===== config.mk =====
export PLATFORM = sky130hd
export DESIGN_NAME = store_buffer
export DESIGN_NICKNAME = d
export VERILOG_FILES = /design/src/rtl/store_buffer.sv
export SDC_FILE = /design/constraint.sdc
export NUM_CORES = 1
export LEC_CHECK = 0
export CAP_MARGIN = 20
export CORE_MARGIN = 3
export CORE_UTILIZATION = 50
export DETAILED_ROUTE_END_ITERATION = 10
export PLACE_DENSITY_LB_ADDON = 0.05
export RECOVER_POWER = 50
export SYNTH_ARGS = -nofsm -noshare
export SYNTH_HDL_FRONTEND = slang
export SYNTH_SLANG_ARGS = --single-unit
export TNS_END_PERCENT = 5

===== constraint.sdc =====
create_clock -name clk -period 3.08 [get_ports clk]
set_input_delay 0.616 -clock clk [delete_from_list [all_inputs] [get_ports clk]]
set_output_delay 0.616 -clock clk [all_outputs]
set_load 0.005 [all_outputs]

===== src/rtl/store_buffer.sv =====
// store_buffer: DEPTH-entry FIFO of lane-placed stores, drained one per cycle into four byte banks.
// Define STORE_FWD_EN to add the combinational store-to-load forwarding search (ld_addr/fwd_* ports).
`ifndef MEMORY_BITS
`define MEMORY_BITS 16
`endif
`ifndef BYTE
`define BYTE 2'd0
`endif
`ifndef HALFWORD
`define HALFWORD 2'd1
`endif
`ifndef WORD
`define WORD 2'd2
`endif

module store_buffer #(
  parameter int DEPTH     = 4,
  parameter int ADDR_BITS = `MEMORY_BITS
) (
  input  logic                      clk,
  input  logic                      reset,
  input  logic                      st_valid,
  output logic                      st_ready,
  input  logic [31:0]               st_addr,
  input  logic [31:0]               st_data,
  input  logic [1:0]                st_type,
  output logic                      misaligned,
  output logic                      mem_we,
  input  logic                      mem_ready,
  output logic [ADDR_BITS-3:0]      mem_word_addr,
  output logic [3:0]                mem_be,
  output logic [31:0]               mem_wdata,
  output logic [$clog2(DEPTH):0]    count,
  output logic                      empty
`ifdef STORE_FWD_EN
  ,
  input  logic [31:0]               ld_addr,
  output logic                      fwd_hit,
  output logic [3:0]                fwd_be,
  output logic [31:0]               fwd_data
`endif
);

  localparam int PTR_W = $clog2(DEPTH);
  localparam int CNT_W = PTR_W + 1;
  localparam int WA_W  = ADDR_BITS - 2;

  // be[j] enables data byte [8j+7:8j]; lane k (address offset k) is byte 3-k.
  function automatic logic [35:0] place_lanes(input logic [1:0] typ, input logic [1:0] off,
                                              input logic [31:0] d);
    logic [3:0]  be;
    logic [31:0] lanes;
    be    = 4'b0000;
    lanes = 32'h0000_0000;
    case (typ)
      `BYTE: begin
        be    = 4'b1000 >> off;
        lanes = {d[7:0], 24'h00_0000} >> {off, 3'b000};
      end
      `HALFWORD: begin
        be    = off[1] ? 4'b0011 : 4'b1100;
        lanes = off[1] ? {16'h0000, d[15:0]} : {d[15:0], 16'h0000};
      end
      `WORD: begin
        be    = 4'b1111;
        lanes = d;
      end
      default: begin
        be    = 4'b0000;
        lanes = 32'h0000_0000;
      end
    endcase
    return {be, lanes};
  endfunction

  function automatic logic is_aligned(input logic [1:0] typ, input logic [1:0] off);
    logic ok;
    case (typ)
      `BYTE:     ok = 1'b1;
      `HALFWORD: ok = (off[0] == 1'b0);
      `WORD:     ok = (off == 2'b00);
      default:   ok = 1'b0;
    endcase
    return ok;
  endfunction

  logic [WA_W-1:0]  word_q [DEPTH];
  logic [WA_W-1:0]  word_d [DEPTH];
  logic [3:0]       be_q   [DEPTH];
  logic [3:0]       be_d   [DEPTH];
  logic [31:0]      data_q [DEPTH];
  logic [31:0]      data_d [DEPTH];
  logic [PTR_W-1:0] rd_ptr_q, rd_ptr_d;
  logic [PTR_W-1:0] wr_ptr_q, wr_ptr_d;
  logic [CNT_W-1:0] count_q, count_d;
  logic             misaligned_q, misaligned_d;

  logic             ready_s;
  logic             empty_s;
  logic             aligned_s;
  logic             push_s;
  logic             pop_s;
  logic [35:0]      placed_s;
  logic             unused_s;

  assign ready_s = (count_q != CNT_W'(DEPTH));
  assign empty_s = (count_q == CNT_W'(0));
  assign unused_s = ^{st_addr[31:ADDR_BITS]};

  // Next-state: enqueue at the write pointer, dequeue at the read pointer, track occupancy.
  always_comb begin
    placed_s     = place_lanes(st_type, st_addr[1:0], st_data);
    aligned_s    = is_aligned(st_type, st_addr[1:0]);
    push_s       = st_valid && ready_s && aligned_s;
    pop_s        = !empty_s && mem_ready;
    misaligned_d = st_valid && ready_s && !aligned_s;

    word_d = word_q;
    be_d   = be_q;
    data_d = data_q;
    word_d[wr_ptr_q] = push_s ? st_addr[ADDR_BITS-1:2] : word_q[wr_ptr_q];
    be_d[wr_ptr_q]   = push_s ? placed_s[35:32]        : be_q[wr_ptr_q];
    data_d[wr_ptr_q] = push_s ? placed_s[31:0]         : data_q[wr_ptr_q];

    wr_ptr_d = push_s ? wr_ptr_q + PTR_W'(1) : wr_ptr_q;
    rd_ptr_d = pop_s  ? rd_ptr_q + PTR_W'(1) : rd_ptr_q;

    case ({push_s, pop_s})
      2'b10:   count_d = count_q + CNT_W'(1);
      2'b01:   count_d = count_q - CNT_W'(1);
      default: count_d = count_q;
    endcase
  end

  // State register; reset discards every queued store, including the one being drained.
  always_ff @(posedge clk) begin
    if (reset) begin
      word_q       <= '{default: {WA_W{1'b0}}};
      be_q         <= '{default: 4'b0000};
      data_q       <= '{default: 32'h0000_0000};
      rd_ptr_q     <= {PTR_W{1'b0}};
      wr_ptr_q     <= {PTR_W{1'b0}};
      count_q      <= {CNT_W{1'b0}};
      misaligned_q <= 1'b0;
    end else begin
      word_q       <= word_d;
      be_q         <= be_d;
      data_q       <= data_d;
      rd_ptr_q     <= rd_ptr_d;
      wr_ptr_q     <= wr_ptr_d;
      count_q      <= count_d;
      misaligned_q <= misaligned_d;
    end
  end

  assign st_ready      = ready_s;
  assign empty         = empty_s;
  assign count         = count_q;
  assign misaligned    = misaligned_q;
  assign mem_we        = !empty_s;
  assign mem_word_addr = word_q[rd_ptr_q];
  assign mem_be        = be_q[rd_ptr_q];
  assign mem_wdata     = data_q[rd_ptr_q];

`ifdef STORE_FWD_EN
  logic [3:0]       fwd_be_s;
  logic [31:0]      fwd_data_s;
  logic [PTR_W-1:0] idx_s;
  logic             match_s;
  logic             take_s;
  logic             unused_fwd_s;

  assign unused_fwd_s = ^{ld_addr[31:ADDR_BITS], ld_addr[1:0]};

  // Walk valid entries oldest to youngest so the youngest writer of each byte wins.
  always_comb begin
    fwd_be_s   = 4'b0000;
    fwd_data_s = 32'h0000_0000;
    idx_s      = {PTR_W{1'b0}};
    match_s    = 1'b0;
    take_s     = 1'b0;
    for (int i = 0; i < DEPTH; i++) begin
      idx_s   = rd_ptr_q + PTR_W'(i);
      match_s = (CNT_W'(i) < count_q) && (word_q[idx_s] == ld_addr[ADDR_BITS-1:2]);
      for (int j = 0; j < 4; j++) begin
        take_s               = match_s && be_q[idx_s][j];
        fwd_be_s[j]          = take_s ? 1'b1 : fwd_be_s[j];
        fwd_data_s[8*j +: 8] = take_s ? data_q[idx_s][8*j +: 8] : fwd_data_s[8*j +: 8];
      end
    end
  end

  assign fwd_be   = fwd_be_s;
  assign fwd_data = fwd_data_s;
  assign fwd_hit  = |fwd_be_s;
`endif

endmodule


==> results of run 1 <==
-- placed cells by master, fill, tap and decap left out, types with 9 or more instances in the layout --
cell | netlist | final
mux4_2 | 100 | 100
nor2_1 | 148 | 148
mux2i_2 | 21 | 13
inv_1 | 16 | 16
clkdlybuf4s50_1 | 0 | 102
nand2b_1 | 70 | 70
o22ai_1 | 64 | 64
clkbuf_16 | 0 | 23
dfxtp_1 | 208 | 204
a211oi_2 | 12 | 12
mux2i_1 | 19 | 27
a211oi_1 | 124 | 124
buf_4 | 3 | 26
nand2_1 | 11 | 11
a32o_1 | 9 | 9
-- cell families after synthesis --
kind of cell	after synthesis	share of synthesized area [%]
xor+xnor	6	0.487
simple gates	258	11.7
mux	140	25.3
fa+ha+maj	6	0.765
flops	208	38.6
compound gates	253	18.0
buf+inv	131	5.18
-- routing by layer --
layer / wire length [um] / up-vias / GRT usage, %
met2: 13800 / 275 / 38.8
met3: 1720 / 48 / 3.74
li1: - / 3974 / -
met4: 693 / 0 / 7.81
met1: 13500 / 4093 / 36.3
met5: 0 / - / 0
-- registers in the layout, summed over array words and instances, names as in the netlist --
| register | count |
|---|---|
| wr_ptr_q | 2 |
| data_q | 128 |
| rd_ptr_q | 2 |
| be_q | 16 |
| misaligned | 1 |
| count | 3 |
| word_q | 56 |
-- area by class of cell --
class | count | share of cell area [%]
inverter | 17 | 0.516
tap | 275 | 2.68
timing repair buffer | 148 | 11.3
sequential | 208 | 32.5
multi-input combinational | 663 | 47.2
clock inverter | 5 | 0.779
clock buffer | 33 | 5.08
-- worst register-to-register path, cell delays in order (launching register included) --
cell and delay (ps):
dfxtp_4 490, clkbuf_4 720, buf_4 390, mux4_2 530, mux2i_1 350, a211oi_1 130
-- final timing paths --
path               startpoint     endpoint
hold / removal          reset  wr_ptr_q[1]
hold reg to reg    data_q[37]   data_q[37]
setup / recovery  rd_ptr_q[0]    mem_be[2]
setup reg to reg  wr_ptr_q[0]    word_q[4]
-- where the power goes --
group / switching [mW] / internal [mW] / total, mW
sequential: 0.204 / 2.89 / 3.09
clock: 1.09 / 1.71 / 2.80
combinational: 1.01 / 1.12 / 2.14
-- stage by stage --
step                area [um^2]  setup slack [ps]
finish                    12800               129
floorplan                 10800               281
detailed placement        12200              6.93
global route              12800              26.5
global placement          12200              69.4
CTS                       12900              23.3
-- what timing repair did --
| action | CTS | global route |
|---|---|---|
| setup buffers | 0 | 0 |
| endpoints found under the setup margin | 0 | 8 |
| resized for setup | 0 | 1 |
==> run summary, run 1 <==
Crit path max fanout: 15
Pin count of the biggest net entering global routing: 172
Die Wd: 153 um
Global-route wire length before repair: 47300 um
PortBufs: 110
WP data required: 2460 ps
CP top delay family: buffers and inverters
Diode count: 0
Unrepaired setup endpoints after global routing: no
Routed wire per std cell: 22.0 um
FF-to-FF setup slack: 250 ps
Final Hold Viols: 0
Post-Syn Nets: 1078
Routability cong.: 0.799
Min cycle time layout: 2950 ps
Initial Utilization: 51.2%
Final-layout fill cell count: 1775
Nets: 1137
Seq cells post-synth: 208
Ranking of synthesized cells by area: dfxtp_1 (39%), mux4_2 (21%), a211oi_1 (8.6%)
Ratio of cells with drive above 1 in the final layout: 19.0%
Multi-input gate area: 6060 um^2
Drt total wl: 29700 um
Worst hold stages: 2
Main synth FF type: dfxtp_1
Slew Limit Fails: 172
Leak: 4.13 nW
Cell Chain, Critical Path: buf_12 -> mux4_2 -> clkdlybuf4s50_1
Clock latency on the worst-skew pair: 510 ps
Die H: 153 um
Worst setup EP type: output port
Reg clk slew, reported paths: 60 ps
First-pass iteration count of the detailed router: 5
Die area: 23400 um^2
Clock H-tree levels: 1
CP startpoint kind: flop
Hold bufs inserted after CTS: 0
Sequential share of the synthesized area: 38.6%
Final TNS setup: 0 ps
Final setup vio count: 0
Post-synthesis cell type count: 45
Failing checks: max-capacitance violations, max-slew violations
Final Core Density: 60.9%
Number of synthesized flops with an enable pin: 0
Fmax: 339 MHz
Max_slew headroom: -39.2%
CP Class: flop to output port
Synth top cells by count: dfxtp_1 (208), nor2_1 (148), a211oi_1 (124), mux4_2 (100), clkbuf_1 (86)
Outcome: finished, violations left
Max Cap Viol: 1
Register area: 4170 um^2
Synthesized area: 10800 um^2
Vias in the first global route: 8278
GRT Util Overall: 25.0%
CTS Sinks: 208
Via count: 8390
Reg2Reg Depth: 5
Worst-margin pin slew: 2090 ps
Worst Hold Class: primary input to flop
CP arrival: 2330 ps
Async SR Flop Fraction: 0%
Stages on worst setup path: 3
Vias/cell: 6.22
Avg Inst Size Synth: 10.8 um^2
Post-synth top area share: 38.6%
Cell type with the largest total area after synthesis: dfxtp_1
Initial DRC count: 595
Core footprint: 21100 um^2
DP Cell Count: 1311
Cell with the most instances after synthesis: dfxtp_1
Period utilization: 95.8%
Maximum clock path buffer count: 3
CP peak stage delay: 570 ps
Gate count of the mapped netlist: 1002
Total grt overflow: 0
Worst VDD drop: 325 uV
Post-DP HPWL: 18200 um
Layout area overhead: 19.0%
Worst path bufs/invs: 2
Clock root buffer: clkbuf_16
CTS tree: yes
CTS Buf Count: 23
Pwr/cell area: 625 nW/um^2
Synth warnings: 0
Min Hold Slack: 467 ps
Worst path slowest cell: mux4_2
Initial antenna violation count: 0
Post-Layout Cell Count: 1349
Skew final: 7.57 ps
Residual DRC: 0
Io pins: 127
Post-route ant nets: 0
Final total power: 8.03 mW
Cell Rows: 53
No activity file was read; power rests on OpenSTA's default activity.
==> inputs of run 2 (changes only) <==
CELL_PAD_IN_SITES_DETAIL_PLACEMENT = 1   (was default)
CELL_PAD_IN_SITES_GLOBAL_PLACEMENT = 2   (was default)
CORE_MARGIN = 10   (was 3)
CORE_UTILIZATION = 37   (was 50)
==> run summary, run 2 (synthesized netlist as in run 1, its figures left out) <==
Leak: 4.20 nW (+1.7%)
First-pass iteration count of the detailed router: 5 (unchanged)
Core footprint: 28800 um^2 (+36%)
Worst Hold Class: flop to flop
Ratio of cells with drive above 1 in the final layout: 20.3% (+1.4 points)
CTS Sinks: 208 (unchanged)
CTS tree: yes
Min cycle time layout: 2960 ps (+7.28 ps)
Via count: 8542 (+1.8%)
CP startpoint kind: flop
CP peak stage delay: 570 ps (about the same)
Final TNS setup: 0 ps (unchanged)
Nets: 1153 (+1.4%)
Number of flip-flops in the largest register: 128 (unchanged)
Cell Rows: 62 (+17%)
Clock latency on the worst-skew pair: 550 ps (+40 ps)
Worst VDD drop: 375 uV (+16%)
Cell Chain, Critical Path: buf_12 -> mux4_2 -> clkdlybuf4s50_1
Crit path from: rd_ptr_q[0]
Share of total power in the clock network: 35.5% (+0.6 points)
Worst setup EP type: output port
Most common cell after layout, fill and taps aside: dfxtp_1
Hold Crit Start: data_q[0]
Routed wire per std cell: 23.7 um (+7.7%)
Skew final: 20.4 ps (+12.9 ps)
Min Hold Slack: 493 ps (+26.0 ps)
Comb pwr share: 27.3% (+0.7 points)
Final setup vio count: 0 (unchanged)
Residual DRC: 0 (unchanged)
Maximum clock path buffer count: 3 (unchanged)
Io pins: 127 (unchanged)
CTS Buf Count: 25 (+8.7%)
Drt total wl: 35000 um (+18%)
WP data required: 2460 ps (about the same)
Clock H-tree levels: 1 (unchanged)
PortBufs: 110 (unchanged)
Top Registers: data_q: 128 flops, word_q: 56 flops, be_q: 16 flops
Largest Register: data_q
Die Wd: 191 um (+25%)
Crit path max fanout: 17 (+2)
Worst-margin pin slew: 1860 ps (-224 ps)
Resize count post-CTS: 0 (unchanged)
GRT Util Overall: 19.3% (-5.7 points)
Diode count: 0 (unchanged)
Failing checks: max-capacitance violations, max-slew violations
Layout area overhead: 22.0%
Pwr/cell area: 631 nW/um^2 (+1.0%)
Outcome: finished, violations left
Switch Pwr: 2.49 mW (+8.1%)
Die H: 191 um (+25%)
Global-route wire length before repair: 55500 um (+17%)
Worst path slowest cell: mux4_2
Pin count of the biggest net entering global routing: 86 (-50%)
Fmax: 338 MHz (-0.25%)
Vias/cell: 5.79 (-6.9%)
Total grt overflow: 0 (unchanged)
CP Class: flop to output port
Multi-input gate area: 6090 um^2 (+0.48%)
Vias in the first global route: 9071 (+9.6%)
Final Hold Viols: 0 (unchanged)
Post-route ant nets: 0 (unchanged)
Final total power: 8.31 mW (+3.6%)
Worst path bufs/invs: 2 (unchanged)
Initial antenna violation count: 0 (unchanged)
Initial DRC count: 428 (-28%)
Sw frac: 30.0% (+1.3 points)
Initial Utilization: 37.5% (-14 points)
Die area: 36400 um^2 (+56%)
Reg clk slew, reported paths: 60 ps (about the same)
Reg power frac: 37.2% (-1.3 points)
Max_slew headroom: -24.3% (+15 points)
Period utilization: 96.0% (+0.24 points)
Register area: 4170 um^2 (about the same)
Unrepaired setup endpoints after global routing: no
Routability cong.: 0.758 (-5.2%)
Worst r2r src: wr_ptr_q[1]
Clock root buffer: clkbuf_16
Post-DP HPWL: 22400 um (+23%)
Slew Limit Fails: 86 (-50%)
CP arrival: 2340 ps (about the same)
Internal Pwr Total: 5.82 mW (+1.7%)
Final-layout fill cell count: 3108 (+75%)
Commonest non-fill, non-tap cells in the layout: dfxtp_1 (205), nor2_1 (148), a211oi_1 (125), clkdlybuf4s50_1 (103), mux4_2 (100)
CP top delay family: buffers and inverters
Max Cap Viol: 1 (unchanged)
run 2: metrics by stage:
step,worst slack (ps),instances,area [um^2],util (%)
6_report,122,1475,13200,45.8
3_5_place_dp,-16.1,1430,12400,43.2
3_3_place_gp,6.20,1430,12400,43.2
4_1_cts,86.3,1474,13300,46.1
2_1_floorplan,281,1002,10800,-
5_1_grt,39.2,1475,13200,45.8
run 2: power by group through the flow:
stage / clock network (mW) / logic [mW] / registers (mW)
floorplan: 0 / 1.45 / 3.04
global placement: 0 / 2.27 / 3.17
detailed placement: 0 / 2.29 / 3.18
CTS: 3.03 / 2.35 / 3.10
global route: 3.14 / 2.48 / 3.13
finish: 2.95 / 2.27 / 3.09
run 2: worst paths after layout:
path,end,slack (ps),depth (start not counted)
min,data_q[0],490,2
min reg2reg,data_q[0],490,2
max,mem_be[2],120,3
max reg2reg,data_q[92],260,5
run 2: metal layers:
layer	up-vias	track usage [%]	wire length [um]
met3	43	2.91	1330
met5	-	0	0
met4	0	4.48	638
met2	167	31.4	16800
met1	4328	26.3	16300
li1	4004	-	-
run 2: worst reg2reg max path, cell delays in order (launching register included):
cell and delay, ps:
dfxtp_1 1150, inv_1 250, ha_2 450, nand2b_1 160
clkbuf_2 430, o22ai_1 170
run 2: what timing repair did:
action,in CTS,in global routing
buffers inserted,3,0
hold buffers,0,0
endpoints found under the setup margin,15,0
run 2: area by class of cell:
type | instances | area share [%]
clock buffer | 36 | 5.37
tap | 384 | 3.65
timing repair buffer | 162 | 11.9
inverter | 17 | 0.504
sequential | 208 | 31.7
multi-input combinational | 663 | 46.2
clock inverter | 5 | 0.713
==> inputs of run 3 (changes only) <==
GPL_TIMING_DRIVEN = 1   (was default)
==> results of run 3 <==
The final DEF is identical to that of run 2; final timing and power are the same.
